==> src/rtl/lb_pkg.sv <==
// rtl/lb_pkg.sv - shared local-bus widths and read-tag type
package lb_pkg;
   localparam int LB_AW  = 24;
   localparam int LB_DW  = 32;
   // Tag id is sized for the largest supported requester count (8)
   localparam int LB_IDW = 3;

   typedef struct packed {
      logic              valid;
      logic [LB_IDW-1:0] id;
   } lb_tag_t;
endpackage

==> src/rtl/rr_pick.sv <==
// rtl/rr_pick.sv - combinational round-robin picker, first active req at or after ptr
module rr_pick #(
   parameter int N   = 3,
   parameter int IDW = 3
) (
   input  logic [N-1:0]   req_i,
   input  logic [IDW-1:0] ptr_i,
   output logic [N-1:0]   gnt_o,
   output logic [IDW-1:0] id_o,
   output logic           any_o
);
   int   start;
   int   idx;
   logic found;

   always_comb begin
      gnt_o = '0;
      id_o  = '0;
      found = 1'b0;
      idx   = 0;
      // An out-of-range pointer restarts the search at index 0
      start = (int'(ptr_i) < N) ? int'(ptr_i) : 0;
      for (int off = 0; off < N; off++) begin
         idx = start + off;
         if (idx >= N) idx = idx - N;
         if (!found && req_i[idx]) begin
            gnt_o[idx] = 1'b1;
            id_o       = IDW'(idx);
            found      = 1'b1;
         end
      end
   end

   assign any_o = |req_i;
endmodule

==> src/rtl/lb_arbiter.sv <==
// rtl/lb_arbiter.sv - round-robin local-bus arbiter with fixed-latency read return steering
module lb_arbiter import lb_pkg::*; #(
   parameter int N_REQ    = 3,
   parameter int READ_LAT = 3,
   parameter int IDW      = 3
) (
   input  logic                   clk,
   input  logic                   rst,
   input  logic [N_REQ-1:0]       req,
   input  logic [N_REQ-1:0]       req_we,
   input  logic [LB_AW*N_REQ-1:0] req_addr,
   input  logic [LB_DW*N_REQ-1:0] req_wdata,
   output logic [N_REQ-1:0]       gnt,
   output logic [N_REQ-1:0]       rd_valid,
   output logic [LB_DW-1:0]       rd_data,
   output logic [LB_AW-1:0]       lb_addr,
   output logic                   lb_write,
   output logic                   lb_read,
   output logic [LB_DW-1:0]       lb_wdata,
   input  logic [LB_DW-1:0]       lb_rdata
);
   logic [N_REQ-1:0] pick_gnt;
   logic [IDW-1:0]   pick_id;
   logic             pick_any;
   logic [IDW-1:0]   rr_ptr_q, rr_ptr_d;
   logic [IDW-1:0]   gid_q;
   logic [LB_AW-1:0] lb_addr_q;
   logic [LB_DW-1:0] lb_wdata_q;
   logic             lb_write_q, lb_read_q;
   lb_tag_t          tag_q [READ_LAT];
   lb_tag_t          tag_exit;
   logic [N_REQ-1:0] rd_onehot;
   logic [N_REQ-1:0] rd_valid_q;
   logic [LB_DW-1:0] rd_data_q;

   rr_pick #(.N(N_REQ), .IDW(IDW)) u_pick (
      .req_i (req),
      .ptr_i (rr_ptr_q),
      .gnt_o (pick_gnt),
      .id_o  (pick_id),
      .any_o (pick_any)
   );

   assign gnt = rst ? '0 : pick_gnt;

   always_comb begin
      rr_ptr_d = rr_ptr_q;
      if (pick_any)
         rr_ptr_d = (int'(pick_id) == N_REQ - 1) ? '0 : pick_id + 1'b1;
   end

   assign tag_exit  = tag_q[READ_LAT-1];
   assign rd_onehot = N_REQ'(1) << tag_exit.id;

   always_ff @(posedge clk or posedge rst) begin
      if (rst) begin
         rr_ptr_q   <= '0;
         gid_q      <= '0;
         lb_addr_q  <= '0;
         lb_wdata_q <= '0;
         lb_write_q <= 1'b0;
         lb_read_q  <= 1'b0;
         for (int i = 0; i < READ_LAT; i++) tag_q[i] <= '0;
         rd_valid_q <= '0;
         rd_data_q  <= '0;
      end else begin
         rr_ptr_q   <= rr_ptr_d;
         lb_write_q <= pick_any &  req_we[pick_id];
         lb_read_q  <= pick_any & ~req_we[pick_id];
         if (pick_any) begin
            lb_addr_q  <= req_addr[int'(pick_id)*LB_AW +: LB_AW];
            lb_wdata_q <= req_wdata[int'(pick_id)*LB_DW +: LB_DW];
            gid_q      <= pick_id;
         end
         // Tag enters alongside the read strobe, exits when the slave data is valid
         tag_q[0] <= '{valid: lb_read_q, id: LB_IDW'(gid_q)};
         for (int i = 1; i < READ_LAT; i++) tag_q[i] <= tag_q[i-1];
         rd_valid_q <= tag_exit.valid ? rd_onehot : '0;
         if (tag_exit.valid) rd_data_q <= lb_rdata;
      end
   end

   assign lb_addr  = lb_addr_q;
   assign lb_wdata = lb_wdata_q;
   assign lb_write = lb_write_q;
   assign lb_read  = lb_read_q;
   assign rd_valid = rd_valid_q;
   assign rd_data  = rd_data_q;
endmodule

==> config.mk <==
export PLATFORM = sky130hd
export DESIGN_NAME = lb_arbiter
export DESIGN_NICKNAME = d
export VERILOG_FILES = /design/src/rtl/lb_pkg.sv /design/src/rtl/rr_pick.sv /design/src/rtl/lb_arbiter.sv
export SDC_FILE = /design/constraint.sdc
export NUM_CORES = 1
export LEC_CHECK = 0
export CORE_UTILIZATION = 41
export CTS_CLUSTER_DIAMETER = 30
export CTS_CLUSTER_SIZE = 28
export DETAILED_ROUTE_END_ITERATION = 10
export PLACE_DENSITY = 0.85
export SLEW_MARGIN = 15
export SYNTH_ARGS = -nofsm -noshare
export SYNTH_HDL_FRONTEND = slang
export SYNTH_HIERARCHICAL = 1
export SYNTH_SLANG_ARGS = --single-unit
==> constraint.sdc <==
create_clock -name clk -period 4.4 [get_ports clk]
set_input_delay 0.88 -clock clk [delete_from_list [all_inputs] [get_ports clk]]
set_output_delay 0.88 -clock clk [all_outputs]
set_load 0.02 [all_outputs]
-- Yosys cells after proc, flatten, opt, wreduce, memory -nomap -nowiden
Index checks and enable logic that the tools add are counted.
- register bits: 111
- input port bits: 208
- output and inout port bits: 96
- logic and storage cells: 81
- $add $sub $neg: 6
- multiply operators: 1
- $lt $le $gt $ge: 11
- equality and inequality tests: 1
- shift-type cells: 3
- mux-type cells: 32
- bitwise operators: 5
- reductions and logical operators: 8
- operators by type and width (cell ; number):
    greater-or-equal comparator 32 x 1 -> 1 bit (second input constant) ; 3
    greater-or-equal comparator 32 x 3 -> 1 bit (second input constant) ; 3
    < comparator 32 x 4 -> 1 bit (second input constant) ; 3
    2-to-1 mux 32 bit ; 3
    variable part select 96 x 9 -> 32 bit ; 1
    subtractor 32 x 3 -> 32 bit (second input constant) ; 3
    variable part select 72 x 9 -> 24 bit ; 1
    adder 32 x 2 -> 32 bit (second input constant) ; 1
    adder 32 x 3 -> 32 bit (second input constant) ; 1
    2-to-1 mux 3 bit ; 10
    2-to-1 mux 1 bit ; 12
    binary-select mux 1 bit (select 2 bit) ; 4
    demux 1 bit (select 2 bit) ; 3
    OR 3 bit ; 2
    logical AND 1 bit ; 5
    multiplier 3 x 2 -> 5 bit (second input constant) ; 1
    adder 3 x 1 -> 3 bit (second input constant) ; 1
    equality test 3 bit (second input constant) ; 1
    < comparator 3 x 2 -> 1 bit (second input constant) ; 1
    < comparator 3 bit (second input constant) ; 1
    OR reduction 3 bit ; 1
    << shifter 1 x 3 -> 3 bit (first input constant) ; 1
    AND 1 bit ; 2
    logical NOT 1 bit ; 2
    inverter 1 bit ; 1

-- Longest topological paths before layout
Gate-level depths: netlist (run 1).
- word-level depth: 18
- depth in mapped cells: 20
- mapped depth without buffers: 15

-- Modules after synthesis
The synthesis (run 1) kept the hierarchy.
- by module, submodules not included (module ; times used ; cells each ; area each (um^2) ; sequential area each (um^2)):
    lb_arbiter ; 1 ; 493 ; 5390.2 ; 2777.7
    rr_pick ; 1 ; 102 ; 737.0 ; 0.0

-- Least setup slack after synthesis (run 1)
OpenSTA, ideal clock, no wires.
- kind: reg2out
- start point: reg rr_ptr_q[0]
- end point: out gnt[1]
- data arrival time: 3.287 ns
- path slack: 0.233 ns
- stages on the path, launching flop included: 14
- cell sequence: dfrtp_1 > nand2b_1 > nand2b_1 > inv_1 > ha_1 > inv_1 > ha_1 > or3b_2 > a221oi_2 > a31oi_1 > or2_1 > nor4_4 > a221o_1 > nor2b_1
- cells in the longest elaborated chain, start to end: 15
- RTL lines (element ; line ; source):
    start: declaration ; lb_arbiter.sv:25 ; logic [IDW-1:0] rr_ptr_q, rr_ptr_d;
    start signal: assignment ; lb_arbiter.sv:67 ; rr_ptr_q <= rr_ptr_d;
    < comparator 3 x 2 -> 1 bit ; rr_pick.sv:22 ; start = (int'(ptr_i) < N) ? int'(ptr_i) : 0;
    2-to-1 mux 3 bit * ; rr_pick.sv:22 ;
    parallel branches: the longest is 11 deep, another holds adder 32 x 2 -> 32 bit ; -- ;
    2-to-1 mux 3 bit * ; rr_pick.sv:26 ; if (!found && req_i[idx]) begin
    named net pick_gnt[1] ; lb_arbiter.sv:22 ; logic [N_REQ-1:0] pick_gnt;
    2-to-1 mux 3 bit * ; lb_arbiter.sv:44 ; assign gnt = rst ? '0 : pick_gnt;
    end: declaration ; lb_arbiter.sv:13 ; output logic [N_REQ-1:0] gnt,
Mark *: on every way through the listed nets, which the timed path passes. The select of a mux whose other input is x is not followed.

-- Worst setup path in the final report (run 1)
- start point: reg rr_ptr_q[1]
- end point: out gnt[0]
The elaborated chain is that of the path after synthesis.

==> results of run 1 <==
==> placed cells by master, fill, tap and decap left out, drive strengths merged, types with 9 or more instances in the layout <==
cell,n
dfrtp,111
a32oi,9
o21ai,53
clkdlybuf4s50,300
mux2,36
nand2b,12
nor2,10
buf,40
mux2i,59
or2,58
a21oi,12
nand2,69
clkbuf,12
a31oi,49
inv,11
==> path summary, 6_finish.rpt <==
path / start / endpoint / slack, ps / depth (start not counted)
setup reg to reg: rr_ptr_q[1] / lb_wdata[26] / 590 / 17
max in group asynchronous: rst / rd_data[31] / 2500 / 3
hold / removal: tag_q[9] / tag_q[5] / 350 / 0
min in group asynchronous: rst / lb_wdata[31] / 1160 / 2
hold reg to reg: tag_q[9] / tag_q[5] / 350 / 0
setup / recovery: rr_ptr_q[1] / gnt[0] / 200 / 10
==> metal layers <==
metal / vias up / track usage, %
li1: 2727 / -
met1: 2747 / 30.4
met2: 220 / 46.2
met3: 15 / 4.53
met4: 0 / 7.23
met5: - / 0
==> cell type report <==
type | count | area [µm²]
clock buffer | 12 | 246
clock inverter | 4 | 53.8
fill | 1167 | 4750
inverter | 10 | 40.0
multi-input combinational | 432 | 3080
sequential | 111 | 2780
tap | 184 | 230
timing repair buffer | 340 | 3360
==> worst max-delay path: stages (launching register included) <==
cell,delay (ps)
dfrtp_2,440
or3b_4,400
ha_1,310
or4bb_1,400
o211ai_1,140
a222oi_1,160
or2_1,290
nor4_4,330
a31o_1,210
nor2b_4,150
buf_6,120
==> cell families after synthesis <==
group           share of synthesized area, %
xor+xnor                               0.429
other cells                            0.123
buf+inv                                 5.72
simple gates                            15.8
compound gates                          14.7
flops                                   45.3
fa+ha+maj                               1.63
mux                                     16.3
==> where the power goes <==
group / switching, mW / total, mW / internal (mW)
Sequential: 0.283 / 1.83 / 1.55
Clock: 0.385 / 0.846 / 0.461
Combinational: 2.52 / 4.91 / 2.38
==> stage by stage <==
| stage | utilization [%] | cell area (µm²) | hold WS (ps) | cells | total power, mW |
|---|---|---|---|---|---|
| floorplan | - | 6140 | 331 | 598 | 4.86 |
| global route | 67.3 | 9780 | 364 | 1093 | 8.09 |
| detailed placement | 65.0 | 9450 | 340 | 1076 | 6.73 |
| global placement | 65.0 | 9450 | 333 | 1076 | 6.62 |
| CTS | 67.1 | 9750 | 358 | 1092 | 7.60 |
| finish | 67.3 | 9780 | 354 | 1093 | 7.58 |
==> what timing repair did <==
action / 4_1_cts / 5_1_grt
pin swaps: 1 / 5
buffers inserted: 0 / 1
endpoints found under the setup margin: 3 / 3
resized for setup: 9 / 16
==> registers in the layout, indices dropped and copies added, names as in the netlist <==
| register | cells |
|---|---|
| lb_wdata | 32 |
| rd_data | 32 |
| lb_addr | 24 |
| tag_q | 8 |
| tag_exit | 4 |
| gid_q | 3 |
| rd_valid | 3 |
| rr_ptr_q | 3 |
| lb_read | 1 |
| lb_write | 1 |
==> results.py, run 1 <==
metrics = {
    "outcome": {
        "status": "finished clean",
    },
    "final_layout": {
        "final_net_count": 1120,
        "num_antenna_cells": 0,
        "drive_above_1_share_pct": 12.4,
        "areaGrowthSynthToFinish_pct": 59.7,
    },
    "run": {
        "drv_cap": 0,
    },
    "floorplan": {
        "start_util_pct": 42.2,
        "coreArea_mm2": 0.0145,
        "die_w_um": 124,
        "die_h_um": 124,
        "fp-row-count": 44,
        "dieArea_mm2": 0.0154,
        "ios": 304,
    },
    "worst_hold_path": {
        "hold_class": "register to register",
    },
    "timing": {
        "max_freq_mhz": 238,
        "finalSetupViolations": 0,
        "worst_slack_ps": 200,
        "rsz0062_at_grt": "false",
        "fin_tns_setup_ps": 0,
        "fin_crit_ps": 4200,
        "relSlewSlack_pct": 49.0,
        "slew_viol_final": 0,
        "fin_skew_ps": 7.48,
        "period_share_pct": 95.5,
        "tightest_slew_ps": 765,
        "hold_viol_final": 0,
    },
    "clock_network": {
        "cts_hold_buf": 0,
        "cts_tree": "yes",
        "cts.sinks": 111,
        "cts.root.buffer_cell": "clkbuf_16",
        "clock_path_buffers": 2,
        "ctsHtreeMaxLevel": 3,
        "numCtsBuffers": 9,
        "path_clk_slew_ps": 70,
        "clkLatencyLatePin_ps": 350,
    },
    "yosys": {
        "synthArstFlopShare_pct": 100,
        "synthCells": 595,
        "ys_ff_latch": 111,
        "seq_area_frac_synth_pct": 45.3,
        "yosysMostFrequentCell": "dfrtp_1",
        "ys_types": 59,
        "synth_area_mm2": 0.00613,
        "synth_top_area_share_pct": 45.3,
        "synth-main-ff-cell": "dfrtp_1",
        "synthTopCellsByCount": "dfrtp_1 (111), nand2_1 (69), mux2i_1 (59)",
        "yosys.area.top_type": "dfrtp_1",
        "avgSynthCellArea_um2": 10.3,
        "netlist_top_cells_area": "dfrtp_1 (45%), mux2i_1 (9.6%), mux2_2 (6.6%), a31oi_1 (5.0%), o21ai_0 (4.3%)",
        "synth-edff-count": 0,
        "ys_warn_count": 6,
    },
    "pwr": {
        "power.leakage_nw": 3.97,
        "ir_worst_vdd_uv": 444,
        "cellPowerDensity_mw_per_mm2": 775,
    },
    "drt": {
        "drt_iter0_drc": 286,
        "vias": 5709,
        "wl_met3_um": 981,
        "final_antenna_net_count": 0,
        "wl_met1_mm": 8.07,
        "via_per_inst": 5.22,
        "drcViolationCount": 0,
        "routed-wl-met2_mm": 10.1,
        "top_layer": "met4",
        "first_pass_iters": 5,
        "drt_wl_total_mm": 19.4,
        "wl_per_cell_um": 17.7,
    },
    "critical_path": {
        "worst-endpoint-arrival_ps": 3320,
        "worstSetupPathType": "register to output port",
        "crit_fanout": 5,
        "startpoint_type": "register",
        "critPathRequiredTime_ps": 3520,
        "end_kind": "output port",
    },
    "grt": {
        "grt_max_degree": 59,
        "grt_pass1_vias": 5731,
        "grt_antenna_before_repair": 0,
        "track_usage_pct": 25.4,
        "grt_pass1_wl_mm": 30.8,
        "globalRouteOverflowTotal": 0,
    },
    "placement": {
        "dp_slack_ps": 11.8,
        "place_hpwl_mm": 14.7,
        "gp_congestion": 0.857,
        "io_buffers": 303,
    },
}
(Power assumes the default switching activity.)
==> inputs of run 2 (changes only) <==
--- a/config.mk
+++ b/config.mk
@@ -5,11 +5,12 @@
 export SDC_FILE = /design/constraint.sdc
 export NUM_CORES = 1
 export LEC_CHECK = 0
-export CORE_UTILIZATION = 41
+export CORE_UTILIZATION = 42
+export CTS_BUF_LIST = sky130_fd_sc_hd__clkbuf_8
 export CTS_CLUSTER_DIAMETER = 30
 export CTS_CLUSTER_SIZE = 28
 export DETAILED_ROUTE_END_ITERATION = 10
-export PLACE_DENSITY = 0.85
+export PLACE_DENSITY = 0.87
 export SLEW_MARGIN = 15
 export SYNTH_ARGS = -nofsm -noshare
 export SYNTH_HDL_FRONTEND = slang
==> run 2 against run 1 <==
Fmax down 2.0%. Non-clock buffer count up 6. Register-to-register slack worse by 90 ps. Via count down 0.67%. Combinational power about the same. Sequential power about the same. First-iteration DRC count down 14%. Cell area down 0.86%. Worst hold slack better by 3.6 ps. Sequential share of layout area up 0.26 points. Core utilization up 1.8 points. Global-route usage down 0.16 points.
==> results.py, run 2 (synthesis gave the netlist of run 1 again) <==
metrics = {
    "critical_path": {
        "end_kind": "output port",
        "worstSetupPathType": "register to output port",
        "crit_chain": "or3b_4 > ha_1 > or4bb_1 > o211ai_1 > a222oi_1 > or2_1 > nor4_4 > a221o_1 > nor2b_1 > buf_4",
        "startpoint_type": "register",
        "critPathMaxStageDelay_ps": 470,
        "r2r_start": "rr_ptr_q[1]",
        "rr_endpoint": "lb_wdata[30]",
        "worst-endpoint-arrival_ps": 3410,
        "critPathSlowestCell": "dfrtp_2",
        "crit_fanout": 5,
        "critPathTopFamily": "simple AND/OR/NAND/NOR gates",
        "regToRegSetupSlack_ps": 500,
        "r2r_cells": 14,
        "cp_num_cells": 10,
        "critPathRequiredTime_ps": 3520,
        "path_buf_inv": 1,
    },
    "worst_hold_path": {
        "hold_start": "tag_q[10]",
        "hold_class": "register to register",
        "hold_depth": 0,
        "holdPathEnd": "tag_q[6]",
    },
    "pwr": {
        "p_int_mw": 4.20,
        "cellPowerDensity_mw_per_mm2": 755,
        "power.net_switching_mw": 3.12,
        "power_frac_seq_pct": 24.8,
        "ir_worst_vdd_uv": 650,
        "netSwitchingFraction_pct": 42.7,
        "clkPwrFrac_pct": 8.6,
        "total_power_mw": 7.32,
        "power.leakage_nw": 3.95,
        "comb_power_share_pct": 66.6,
    },
    "drt": {
        "drt_iter0_drc": 245,
        "final_antenna_net_count": 0,
        "drt_wl_total_mm": 19.3,
        "wl_per_cell_um": 17.6,
        "via_per_inst": 5.17,
        "vias": 5671,
        "first_pass_iters": 5,
        "drcViolationCount": 0,
    },
    "timing": {
        "fin_skew_ps": 10.2,
        "period_share_pct": 97.4,
        "hold_viol_final": 0,
        "max_freq_mhz": 233,
        "slew_viol_final": 0,
        "fin_crit_ps": 4290,
        "worst_slack_ps": 114,
        "tightest_slew_ps": 713,
        "finalSetupViolations": 0,
        "relSlewSlack_pct": 52.5,
    },
    "floorplan": {
        "die_h_um": 123,
        "coreArea_mm2": 0.0140,
        "ios": 304,
        "dieArea_mm2": 0.0151,
        "die_w_um": 123,
        "start_util_pct": 43.6,
        "fp-row-count": 43,
    },
    "clock_network": {
        "path_clk_slew_ps": 110,
        "clkLatencyLatePin_ps": 370,
        "cts.root.buffer_cell": "clkbuf_8",
        "clock_path_buffers": 2,
        "cts_hold_buf": 0,
        "cts_tree": "yes",
        "numCtsBuffers": 9,
        "ctsHtreeMaxLevel": 3,
        "cts.sinks": 111,
    },
    "grt": {
        "grt_pass1_wl_mm": 28.7,
        "grt_pass1_vias": 5617,
        "track_usage_pct": 25.2,
        "grt_antenna_before_repair": 1,
        "globalRouteOverflowTotal": 0,
        "grt_max_degree": 77,
    },
    "placement": {
        "dp_slack_ps": -72.0,
        "gp_congestion": 0.896,
        "io_buffers": 303,
        "place_hpwl_mm": 14.9,
    },
    "final_layout": {
        "drive_above_1_share_pct": 13.9,
        "utilization_pct": 69.1,
        "areaGrowthSynthToFinish_pct": 58.3,
        "layout_commonest_cell": "clkdlybuf4s50_1",
        "final_cell_mix": "clkdlybuf4s50_1 (300), dfrtp_1 (109), nand2_1 (69), mux2i_1 (59), o21ai_0 (53)",
        "final_net_count": 1126,
    },
    "run": {
        "drv_cap": 0,
    },
    "outcome": {
        "status": "finished clean",
    },
}
[run 2: layout make-up]
type | instances | area, µm²
Antenna cell | 1 | 2.50
Clock buffer | 9 | 124
Clock inverter | 7 | 73.8
Fill cell | 1074 | 4340
Inverter | 10 | 40.0
Multi-Input combinational cell | 432 | 3090
Sequential cell | 111 | 2780
Tap cell | 180 | 225
Timing Repair Buffer | 346 | 3360
[run 2: power by group through the flow]
stage | sequential (mW) | clock, mW | combinational (mW)
CTS | 1.82 | 0.643 | 4.87
detailed placement | 1.83 | 0 | 4.82
finish | 1.82 | 0.628 | 4.88
floorplan | 2.32 | 0 | 2.54
global route | 1.88 | 0.684 | 5.26
global placement | 1.80 | 0 | 4.77
[run 2: how the worst max path moves through the flow]
stage	start	end	slack [ps]
after floorplan	rr_ptr_q[0]	gnt[1]	230
after detailed placement	rr_ptr_q[0]	gnt[1]	-70
after CTS	rr_ptr_q[0]	gnt[1]	6
after global placement	rr_ptr_q[0]	gnt[1]	-60
final	rr_ptr_q[1]	gnt[1]	110
after global routing	rr_ptr_q[0]	gnt[1]	-30
[run 2: worst register-to-register path: cells and delay by family, from the launching register on]
| kind | cells | cell delay (ps) |
|---|---|---|
| flip-flops | 1 | 470 |
| adder cells (fa/ha/maj) | 1 | 370 |
| buffers and inverters | 3 | 640 |
| AND/OR/NAND/NOR | 5 | 1410 |
| AO/OA/AOI/OAI | 5 | 950 |
[run 2: layer usage]
metal	global-route usage (%)	up-vias	routed length [µm]
met4	9.38	0	357
met2	46.6	238	10100
met5	0	-	0
met3	6.18	26	1470
met1	27.7	2667	7340
li1	-	2740	-
[run 2: what timing repair did]
action,CTS,global route
setup endpoints to repair,3,3
buffers inserted,2,2
gates resized for setup,19,10
pin swaps,5,7
hold endpoints to repair,0,0
[run 2: through the flow]
stage | TNS (ps) | instance area, µm² | std cells | hold slack [ps]
after floorplan | 0 | 6140 | 598 | 331
after global placement | -110 | 9430 | 1075 | 331
after detailed placement | -180 | 9430 | 1075 | 335
after CTS | 0 | 9640 | 1093 | 360
after global routing | -65.6 | 9700 | 1096 | 370
final | 0 | 9700 | 1096 | 358
